<file path="src/rtl/hex_scan_if.sv">
// Shadow-write / commit / display-drive signal bundle for hex_scan_ctrl.
// The master side is the timekeeping logic; the slave side is the scan controller.
interface hex_scan_if #(
  parameter int NUM_DIGITS = 6
);
  logic                  wr_en;
  logic [2:0]            wr_idx;
  logic [3:0]            wr_digit;
  logic                  wr_ready;
  logic                  commit;
  logic                  commit_done;
  logic [NUM_DIGITS-1:0] blank_mask;
  logic [3:0]            dec_digit;
  logic [NUM_DIGITS-1:0] dig_sel;
  logic [2:0]            scan_idx;
  logic                  frame_tick;

  modport master (
    output wr_en, wr_idx, wr_digit, commit, blank_mask,
    input  wr_ready, commit_done, dec_digit, dig_sel, scan_idx, frame_tick
  );

  modport slave (
    input  wr_en, wr_idx, wr_digit, commit, blank_mask,
    output wr_ready, commit_done, dec_digit, dig_sel, scan_idx, frame_tick
  );
endinterface

</file>
<file path="src/rtl/hex_scan_ctrl.sv">
// Time-multiplexed 7-segment scan controller with a shadow digit bank that is
// published to the display bank only at frame boundaries.
//
// state   | meaning
// S_BLANK | all digits off for BLANK cycles (anti-ghosting guard)
// S_ON    | digit scan_idx lit for DWELL cycles
module hex_scan_ctrl #(
  parameter int NUM_DIGITS = 6,
  parameter int DWELL      = 50000,
  parameter int BLANK      = 500
) (
  input  logic      clk,
  input  logic      rst_n,
  hex_scan_if.slave bus
);

  localparam int MAXC = (BLANK > DWELL) ? BLANK : DWELL;
  localparam int CW   = (MAXC > 1) ? $clog2(MAXC) : 1;
  localparam logic [CW-1:0] BLANK_LAST = CW'(BLANK - 1);
  localparam logic [CW-1:0] DWELL_LAST = CW'(DWELL - 1);
  localparam logic [2:0]    LAST_IDX   = 3'(NUM_DIGITS - 1);

  typedef enum logic {S_BLANK, S_ON} state_t;

  state_t                state_q, state_d;
  logic [CW-1:0]         cnt_q, cnt_d;
  logic [2:0]            scan_q, scan_d;
  logic [3:0]            shadow_q  [NUM_DIGITS];
  logic [3:0]            shadow_d  [NUM_DIGITS];
  logic [3:0]            display_q [NUM_DIGITS];
  logic [3:0]            display_d [NUM_DIGITS];
  logic                  pending_q, pending_d;
  logic [NUM_DIGITS-1:0] dig_sel_q, dig_sel_d;
  logic [3:0]            dec_q, dec_d;
  logic                  done_q, done_d;
  logic                  tick_q, tick_d;
  logic                  boundary;
  logic                  wr_ok;

  always_ff @(posedge clk or negedge rst_n) begin
    if (!rst_n) begin
      state_q   <= S_BLANK;
      cnt_q     <= '0;
      scan_q    <= '0;
      pending_q <= 1'b0;
      dig_sel_q <= '1;
      dec_q     <= 4'hF;
      done_q    <= 1'b0;
      tick_q    <= 1'b0;
      for (int i = 0; i < NUM_DIGITS; i++) begin
        shadow_q[i]  <= 4'hF;
        display_q[i] <= 4'hF;
      end
    end else begin
      state_q   <= state_d;
      cnt_q     <= cnt_d;
      scan_q    <= scan_d;
      pending_q <= pending_d;
      dig_sel_q <= dig_sel_d;
      dec_q     <= dec_d;
      done_q    <= done_d;
      tick_q    <= tick_d;
      shadow_q  <= shadow_d;
      display_q <= display_d;
    end
  end

  assign boundary = (state_q == S_ON) && (cnt_q == DWELL_LAST) && (scan_q == LAST_IDX);
  assign wr_ok    = bus.wr_en && !pending_q && ({1'b0, bus.wr_idx} < 4'(NUM_DIGITS));

  always_comb begin
    state_d   = state_q;
    cnt_d     = cnt_q + 1'b1;
    scan_d    = scan_q;
    shadow_d  = shadow_q;
    display_d = display_q;
    pending_d = pending_q;
    case (state_q)
      S_BLANK: begin
        if (cnt_q == BLANK_LAST) begin
          state_d = S_ON;
          cnt_d   = '0;
        end
      end
      S_ON: begin
        if (cnt_q == DWELL_LAST) begin
          state_d = S_BLANK;
          cnt_d   = '0;
          scan_d  = (scan_q == LAST_IDX) ? 3'd0 : scan_q + 3'd1;
        end
      end
      default: state_d = S_BLANK;
    endcase
    if (wr_ok)
      shadow_d[bus.wr_idx] = bus.wr_digit;
    // A commit arriving on the boundary edge itself only becomes pending.
    if (boundary && pending_q) begin
      display_d = shadow_q;
      pending_d = 1'b0;
    end else if (bus.commit && !pending_q) begin
      pending_d = 1'b1;
    end
  end

  always_comb begin
    tick_d    = boundary;
    done_d    = boundary && pending_q;
    dig_sel_d = '1;
    dec_d     = 4'hF;
    if (state_d == S_ON) begin
      dig_sel_d[scan_d] = 1'b0;
      if (!bus.blank_mask[scan_d])
        dec_d = display_q[scan_d];
    end
  end

  assign bus.wr_ready    = ~pending_q;
  assign bus.commit_done = done_q;
  assign bus.frame_tick  = tick_q;
  assign bus.dig_sel     = dig_sel_q;
  assign bus.dec_digit   = dec_q;
  assign bus.scan_idx    = scan_q;

endmodule
</file>
<file path="src/flat_wrapper.sv">
// flat-port wrapper written by rule: the top's interface ports become plain ports
module hex_scan_ctrl_flat 
#(
  parameter int NUM_DIGITS = 6,
  parameter int DWELL      = 50000,
  parameter int BLANK      = 500
)
  (clk, rst_n, bus_wr_en, bus_wr_idx, bus_wr_digit, bus_commit, bus_blank_mask, bus_wr_ready, bus_commit_done, bus_dec_digit, bus_dig_sel, bus_scan_idx, bus_frame_tick);
  hex_scan_if #(.NUM_DIGITS(NUM_DIGITS)) bus_i ();
  input  logic clk;
  input  logic rst_n;
  input wire logic [$bits(bus_i.wr_en)-1:0] bus_wr_en;
  input wire logic [$bits(bus_i.wr_idx)-1:0] bus_wr_idx;
  input wire logic [$bits(bus_i.wr_digit)-1:0] bus_wr_digit;
  input wire logic [$bits(bus_i.commit)-1:0] bus_commit;
  input wire logic [$bits(bus_i.blank_mask)-1:0] bus_blank_mask;
  output wire logic [$bits(bus_i.wr_ready)-1:0] bus_wr_ready;
  output wire logic [$bits(bus_i.commit_done)-1:0] bus_commit_done;
  output wire logic [$bits(bus_i.dec_digit)-1:0] bus_dec_digit;
  output wire logic [$bits(bus_i.dig_sel)-1:0] bus_dig_sel;
  output wire logic [$bits(bus_i.scan_idx)-1:0] bus_scan_idx;
  output wire logic [$bits(bus_i.frame_tick)-1:0] bus_frame_tick;
  assign bus_i.wr_en = bus_wr_en;
  assign bus_i.wr_idx = bus_wr_idx;
  assign bus_i.wr_digit = bus_wr_digit;
  assign bus_i.commit = bus_commit;
  assign bus_i.blank_mask = bus_blank_mask;
  assign bus_wr_ready = bus_i.wr_ready;
  assign bus_commit_done = bus_i.commit_done;
  assign bus_dec_digit = bus_i.dec_digit;
  assign bus_dig_sel = bus_i.dig_sel;
  assign bus_scan_idx = bus_i.scan_idx;
  assign bus_frame_tick = bus_i.frame_tick;
  hex_scan_ctrl #(.NUM_DIGITS(NUM_DIGITS), .DWELL(DWELL), .BLANK(BLANK)) u_core (.clk(clk), .rst_n(rst_n), .bus(bus_i));
endmodule
</file>
<file path="config.mk">
export PLATFORM = sky130hd
export DESIGN_NAME = hex_scan_ctrl_flat
export DESIGN_NICKNAME = d
export VERILOG_FILES = /design/src/rtl/hex_scan_if.sv /design/src/rtl/hex_scan_ctrl.sv /design/src/flat_wrapper.sv
export SDC_FILE = /design/constraint.sdc
export NUM_CORES = 1
export LEC_CHECK = 0
export CAP_MARGIN = 20
export CORE_UTILIZATION = 35
export DETAILED_ROUTE_END_ITERATION = 8
export PLACE_DENSITY = 0.67
export SLEW_MARGIN = 20
export SYNTH_ARGS = -nofsm -noshare
export SYNTH_HDL_FRONTEND = slang
export SYNTH_SLANG_ARGS = --single-unit
</file>
<file path="constraint.sdc">
create_clock -name clk -period 2.42 [get_ports clk]
set_input_delay 0.605 -clock clk [delete_from_list [all_inputs] [get_ports clk]]
set_output_delay 0.605 -clock clk [all_outputs]
set_load 0.05 [all_outputs]
</file>
==> metrics.cfg, run 1 <==
[status]
status=complete, no violations

[floorplan]
die_w_um=105
fp.dieH_um=105
core_um2=10300
rows=37
dieArea_um2=10900
initial_core_util=0.358
pin_count=33

[synth]
synth.most_common_cell=dfstp_2
synth-seq-cells=81
synth_nets=298
postSynthAreaPerCell_um2=13.1
synthDominantAreaCellType=dfstp_2
synthArstFlopShare=1.00
syn_inst=280
synth-edff-count=0
yosysSeqAreaShare=0.571
synth_common_cells=dfstp_2, mux2_2, nor2_1, dfrtp_1, mux2_4
synth_top_area_share=0.414
synthTopCellsByArea=dfstp_2, dfrtp_1, mux2_2
netlist_area_um2=3680
synth_ff_type=dfstp_2
yosys_warnings=0
synth.distinct_cells=38

[worst_setup_path]
crit_top_cell=or4_4
max_stage_delay_ns=0.57
cp.arrival_ns=2.61
start_kind=register
end_kind=register
crit_required_ns=2.70
critPathKind=reg -> reg
crit_chain=or4_4 > or4_4 > nor2_4 > nand4_4 > buf_12 > mux2_4
crit_buf_inv=1
crit_family=simple AND/OR/NAND/NOR gates
crit_fanout=26
cp_slowest_cell=or4_4

[placed_design]
dp.cells=452
hpwl_um=5030
routabilityCongestion=0.817
dpl_cell_area_um2=4240
portBuffers=32

[global_route]
grt_overflow=0
antenna_found_initial=0
grt_use_total=0.145
grt_pass1_vias=2341
grt_max_degree=42
grt_pass1_wl_um=12000

[detailed_routing]
drtPass1Iterations=4
wl_per_cell_um=15.0
drt_iter0_drc=58
drcViolationCount=0
viasPerCell=4.90
final_antenna_net_count=0
vias=2290
wl_um=7020

[pwr]
max-vdd-ir-drop_mv=0.295
p_int_w=0.00189
switching_power_w=0.000523
clockPowerShare=0.383
swShare=0.217
combPwrFrac=0.036
p_per_area_nw_per_um2=544
pwr-share-seq=0.581
p_leak_nw=1.82

[layout]
antenna_cells=0
final_cells=467
finalInstanceArea_um2=4440
layout.nets=345
synthToLayoutAreaGrowth_pct=20.7
drive_above_1_share=0.453
postLayoutCoreUtil=0.432

[clocking]
post_cts_buffers=0
cts.htree.levels=3
cts_buffers=9
cts-root-buf=clkbuf_8
cts_buffer_depth=2
hold_buffers=0
clk_pin_slew_ns=0.08
cts_resized=0
clock_latency_ns=0.36
cts_num_sinks=81
tritoncts=yes

[timing]
fin_skew_ns=0.0109
min_period_ns=2.33
setup_viol=0
hold_viol_final=0
timing.hold.ws_ns=0.214
max_slew_margin=0.650
slew_violations=0
maxClockFrequency_mhz=429
rsz0062_at_grt=no
fin_crit_sh=0.963
worst_pin_slew_ns=0.524

[job]
maxCapViolCount=0

[worst_hold_path]
hp-class=in -> async

[layer usage]
metal,global-route usage,wire [um],vias up
li1,-,-,1093
met4,0.0673,142,0
met2,0.221,3300,41
met5,0,0,-
met3,0.0395,239,12
met1,0.191,3330,1144
[worst reg2reg max path: stages, from the launching register on]
cell and delay [ns]:
dfrtp_1 0.41, or4_4 0.57, or4_4 0.49, nor2_4 0.16, nand4_4 0.12, buf_12 0.20, mux2_4 0.31
[power groups by stage]
stage / registers (W) / clock network, W / logic, W
2_1_floorplan: 0.00142 / 0 / 0.0000227
3_3_place_gp: 0.00142 / 0 / 0.0000880
3_5_place_dp: 0.00143 / 0 / 0.0000909
4_1_cts: 0.00140 / 0.000959 / 0.0000911
5_1_grt: 0.00141 / 0.00100 / 0.0000986
6_report: 0.00140 / 0.000925 / 0.0000872
[path summary, 6_finish.rpt]
kind                       slack [ns]                   to  cells after the start             start
setup / recovery                 0.09  u_core.display_q[3]                      6  u_core.cnt_q[10]
hold / removal                   0.21      u_core.cnt_q[3]                      1             rst_n
setup reg to reg                 0.09  u_core.display_q[3]                      6  u_core.cnt_q[10]
hold reg to reg                  0.49      u_core.cnt_q[0]                      1   u_core.cnt_q[0]
max in group asynchronous        1.56  u_core.shadow_q[16]                      2             rst_n
min in group clk                 0.49      u_core.cnt_q[0]                      1   u_core.cnt_q[0]
[placed cells by master, fill, tap and decap left out, types with 2 or more instances in the layout]
cell type	instances
mux2_2	38
mux2i_1	5
a2111oi_1	3
nor2b_1	3
dfstp_2	58
clkbuf_8	10
nand4_1	2
clkdlybuf4s50_1	30
buf_12	3
inv_1	7
dfrtp_1	23
a22oi_1	5
xnor2_1	10
nor2_1	26
nor3_1	4
and3_1	2
buf_4	11
clkinv_2	2
nand2_1	13
o21ai_0	5
nor4_1	5
mux2_4	18
and2_1	2
nor3b_1	2
nand3_1	15
a311oi_1	3
or2_2	2
or4_1	2
xor2_1	5
or4_4	2
[kinds of logic (layout without fill, tap and decap cells)]
logic type      after synthesis  count (layout)  synth area share
simple gates                 87              87             0.127
flops                        81              81             0.571
compound gates               20              20            0.0401
xor+xnor                     15              15            0.0357
buf+inv                      15              66            0.0201
fa+ha+maj                     1               1           0.00340
mux                          61              61             0.203
[layout make-up]
class | count | area (um^2)
Clock buffer | 11 | 163
Clock inverter | 4 | 25.0
Fill cell | 993 | 5840
Inverter | 7 | 26.3
Multi-Input combinational cell | 184 | 1520
Sequential cell | 81 | 2100
Tap cell | 136 | 170
Timing Repair Buffer | 44 | 443
[flip-flops by register name (all words and copies together) (netlist names)]
signal / flops
u_core.bus.dec_digit: 4
u_core.cnt_q: 16
u_core.bus.frame_tick: 1
u_core.bus.commit_done: 1
u_core.pending_q: 1
u_core.display_q: 24
u_core.state_q: 1
u_core.shadow_q: 24
u_core.bus.scan_idx: 3
u_core.bus.dig_sel: 6
[metrics by stage]
step	total power, W	worst slack [ns]	setup TNS, ns
final	0.00242	0.0907	0
after global routing	0.00250	0.0408	0
after CTS	0.00245	0.100	0
after detailed placement	0.00152	-0.00938	-0.00938
after global placement	0.00151	0.0444	0
after floorplan	0.00144	0.148	0
Power figures use the tool's default switching activity.
==> run 2: changes to the inputs <==
CORE_UTILIZATION = 45   (was 35)
PLACE_DENSITY = 0.79   (was 0.67)
==> metrics.cfg, run 2 (synthesis results as in run 1) <==
[timing]
fin_skew_ns=0.0114  ; was 0.0109 ns
slew_violations=0  ; unchanged
fin_crit_sh=0.961  ; was 0.963
finalSetupTns_ns=0  ; unchanged
setup_viol=0  ; unchanged
worst_pin_slew_ns=0.614  ; was 0.524 ns
min_period_ns=2.33  ; about the same
timing.hold.ws_ns=0.252  ; was 0.214 ns
rsz0062_at_grt=no  ; unchanged
max_slew_margin=0.591  ; was 0.650
maxClockFrequency_mhz=430  ; was 429 MHz
fin_ws_ns=0.0943  ; was 0.0907 ns
hold_viol_final=0  ; unchanged

[worst_setup_path]
critPathKind=reg -> reg  ; unchanged
crit_buf_inv=1  ; unchanged
cp.arrival_ns=2.62  ; was 2.61 ns
crit_family=simple AND/OR/NAND/NOR gates  ; unchanged
crit_top_cell=or4_4  ; unchanged
start_kind=register  ; unchanged
timing.rr.end=u_core.display_q[19]  ; was u_core.display_q[3]
reg2regPathDepth=6  ; unchanged
ff2ff_setup_slack_ns=0.09  ; about the same
crit_required_ns=2.71  ; was 2.70 ns
cp_slowest_cell=or4_4  ; unchanged
crit_chain=or4_4 > or4_4 > nor2_4 > nand4_4 > buf_12 > mux2_4  ; unchanged
crit_end=u_core.display_q[19]  ; was u_core.display_q[3]
crit_fanout=26  ; unchanged
r2r_start=u_core.cnt_q[10]  ; unchanged
cp_num_cells=6  ; unchanged
max_stage_delay_ns=0.56  ; was 0.57 ns
crit_path_start=u_core.cnt_q[10]  ; unchanged
end_kind=register  ; unchanged

[worst_hold_path]
hp-class=in -> async  ; unchanged

[layout]
layout.nets=342  ; was 345
antenna_cells=0  ; unchanged
reg_top3=u_core.display_q: 24 flops, u_core.shadow_q: 24 flops, u_core.cnt_q: 16 flops  ; unchanged
postLayoutCoreUtil=0.563  ; was 0.432
drive_above_1_share=0.450  ; was 0.453
layout_commonest_cell=dfstp_2  ; unchanged
layout_common_cells=dfstp_2, mux2_2, clkdlybuf4s50_1  ; unchanged
synthToLayoutAreaGrowth_pct=19.4  ; was 20.7%
final_cells=431  ; was 467

[detailed_routing]
wl_um=6890  ; was 7020 um
wl_per_cell_um=16.0  ; was 15.0 um
drtPass1Iterations=4  ; unchanged
vias=2322  ; was 2,290
viasPerCell=5.39  ; was 4.90
drcViolationCount=0  ; unchanged
final_antenna_net_count=0  ; unchanged
drt_iter0_drc=73  ; was 58

[floorplan]
die_w_um=92.4  ; was 105 um
rows=32  ; was 37
pin_count=33  ; unchanged
core_um2=7810  ; was 10,300 um^2
fp.dieH_um=92.4  ; was 105 um
dieArea_um2=8540  ; was 10,900 um^2
initial_core_util=0.471  ; was 0.358

[placed_design]
routabilityCongestion=0.875  ; was 0.817
dp.cells=415  ; was 452
portBuffers=32  ; unchanged
post-place-ws_ns=0.00741  ; was -0.00938 ns
hpwl_um=5000  ; was 5030 um

[global_route]
grt-busiest-layer=met2  ; unchanged
grt_use_total=0.176  ; was 0.145
grt_pass1_wl_um=11400  ; was 12,000 um
antenna_found_initial=0  ; unchanged
grt_use_met2=0.263  ; was 0.221
grtUsageMet1=0.239  ; was 0.191
grt_overflow=0  ; unchanged
grt_max_degree=50  ; was 42
grt_pass1_vias=2280  ; was 2,341
grt_use_met3=0.0575  ; was 0.0395

[clocking]
hold_buffers=0  ; unchanged
cts-root-buf=clkbuf_8  ; unchanged
cts_buffers=9  ; unchanged
clock_latency_ns=0.36  ; about the same
cts_buffer_depth=2  ; unchanged
clk_pin_slew_ns=0.09  ; was 0.08 ns
tritoncts=yes  ; unchanged
cts.htree.levels=3  ; unchanged
cts_num_sinks=81  ; unchanged

[pwr]
max-vdd-ir-drop_mv=0.366  ; was 0.295 mV
p_per_area_nw_per_um2=571  ; was 544 nW/um^2
p_leak_nw=1.81  ; was 1.82 nW

[job]
maxCapViolCount=0  ; unchanged

[status]
status=complete, no violations  ; unchanged

[run 2: cell types whose count changed in the layout (fill, tap and decap cells not counted), moves of 2 or more]
cell       change
buf_4          -3
a2111oi_0      +3
a2111oi_1      -3
inv_6          +3
clkinv_2       -2
[run 2: cell type report]
| cell class | instances | area (um^2) |
|---|---|---|
| Clock buffer | 9 | 124 |
| Clock inverter | 7 | 83.8 |
| Fill cell | 653 | 3410 |
| Inverter | 7 | 26.3 |
| Multi-Input combinational cell | 184 | 1510 |
| Sequential cell | 81 | 2100 |
| Tap cell | 102 | 128 |
| Timing Repair Buffer | 41 | 420 |
[run 2: power breakdown]
| group | switching [W] | internal (W) | total (W) |
|---|---|---|---|
| registers | 0.0000128 | 0.00139 | 0.00141 |
| clock network | 0.000519 | 0.000496 | 0.00102 |
| logic | 0.0000433 | 0.0000442 | 0.0000875 |
| total | 0.000575 | 0.00193 | 0.00251 |
[run 2: through the flow]
stage               power [W]  cell area, um^2
detailed placement    0.00152             4180
CTS                   0.00254             4390
global route          0.00261             4390
floorplan             0.00144             3680
finish                0.00251             4390
global placement      0.00151             4180
[run 2: timing repair]
item / CTS / global route
buffers inserted: 0 / 0
endpoints found under the setup margin: 0 / 2
resized for setup: 0 / 1
[run 2: worst register-to-register path: stages, from the launching register on]
cell	delay (ns)
dfrtp_1	0.41
or4_4	0.56
or4_4	0.48
nor2_4	0.15
nand4_4	0.12
buf_12	0.20
mux2_4	0.32
[run 2: worst min path at each step]
stage,slack [ns],depth (start not counted),from,end
floorplan,0.31,0,rst_n,u_core.bus.commit_done
global placement,0.47,1,u_core.cnt_q[0],u_core.cnt_q[0]
detailed placement,0.48,1,u_core.cnt_q[0],u_core.cnt_q[0]
CTS,0.26,1,rst_n,u_core.cnt_q[8]
global route,0.28,1,rst_n,u_core.cnt_q[2]
finish,0.25,1,rst_n,u_core.cnt_q[3]
[run 2: routing by layer]
| metal | share of wire | routed length, um | up-vias |
|---|---|---|---|
| met5 | 0 | 0 | - |
| met4 | 0.014 | 94 | 0 |
| met3 | 0.042 | 288 | 14 |
| met2 | 0.48 | 3290 | 64 |
| met1 | 0.47 | 3220 | 1157 |
| li1 | - | - | 1087 |
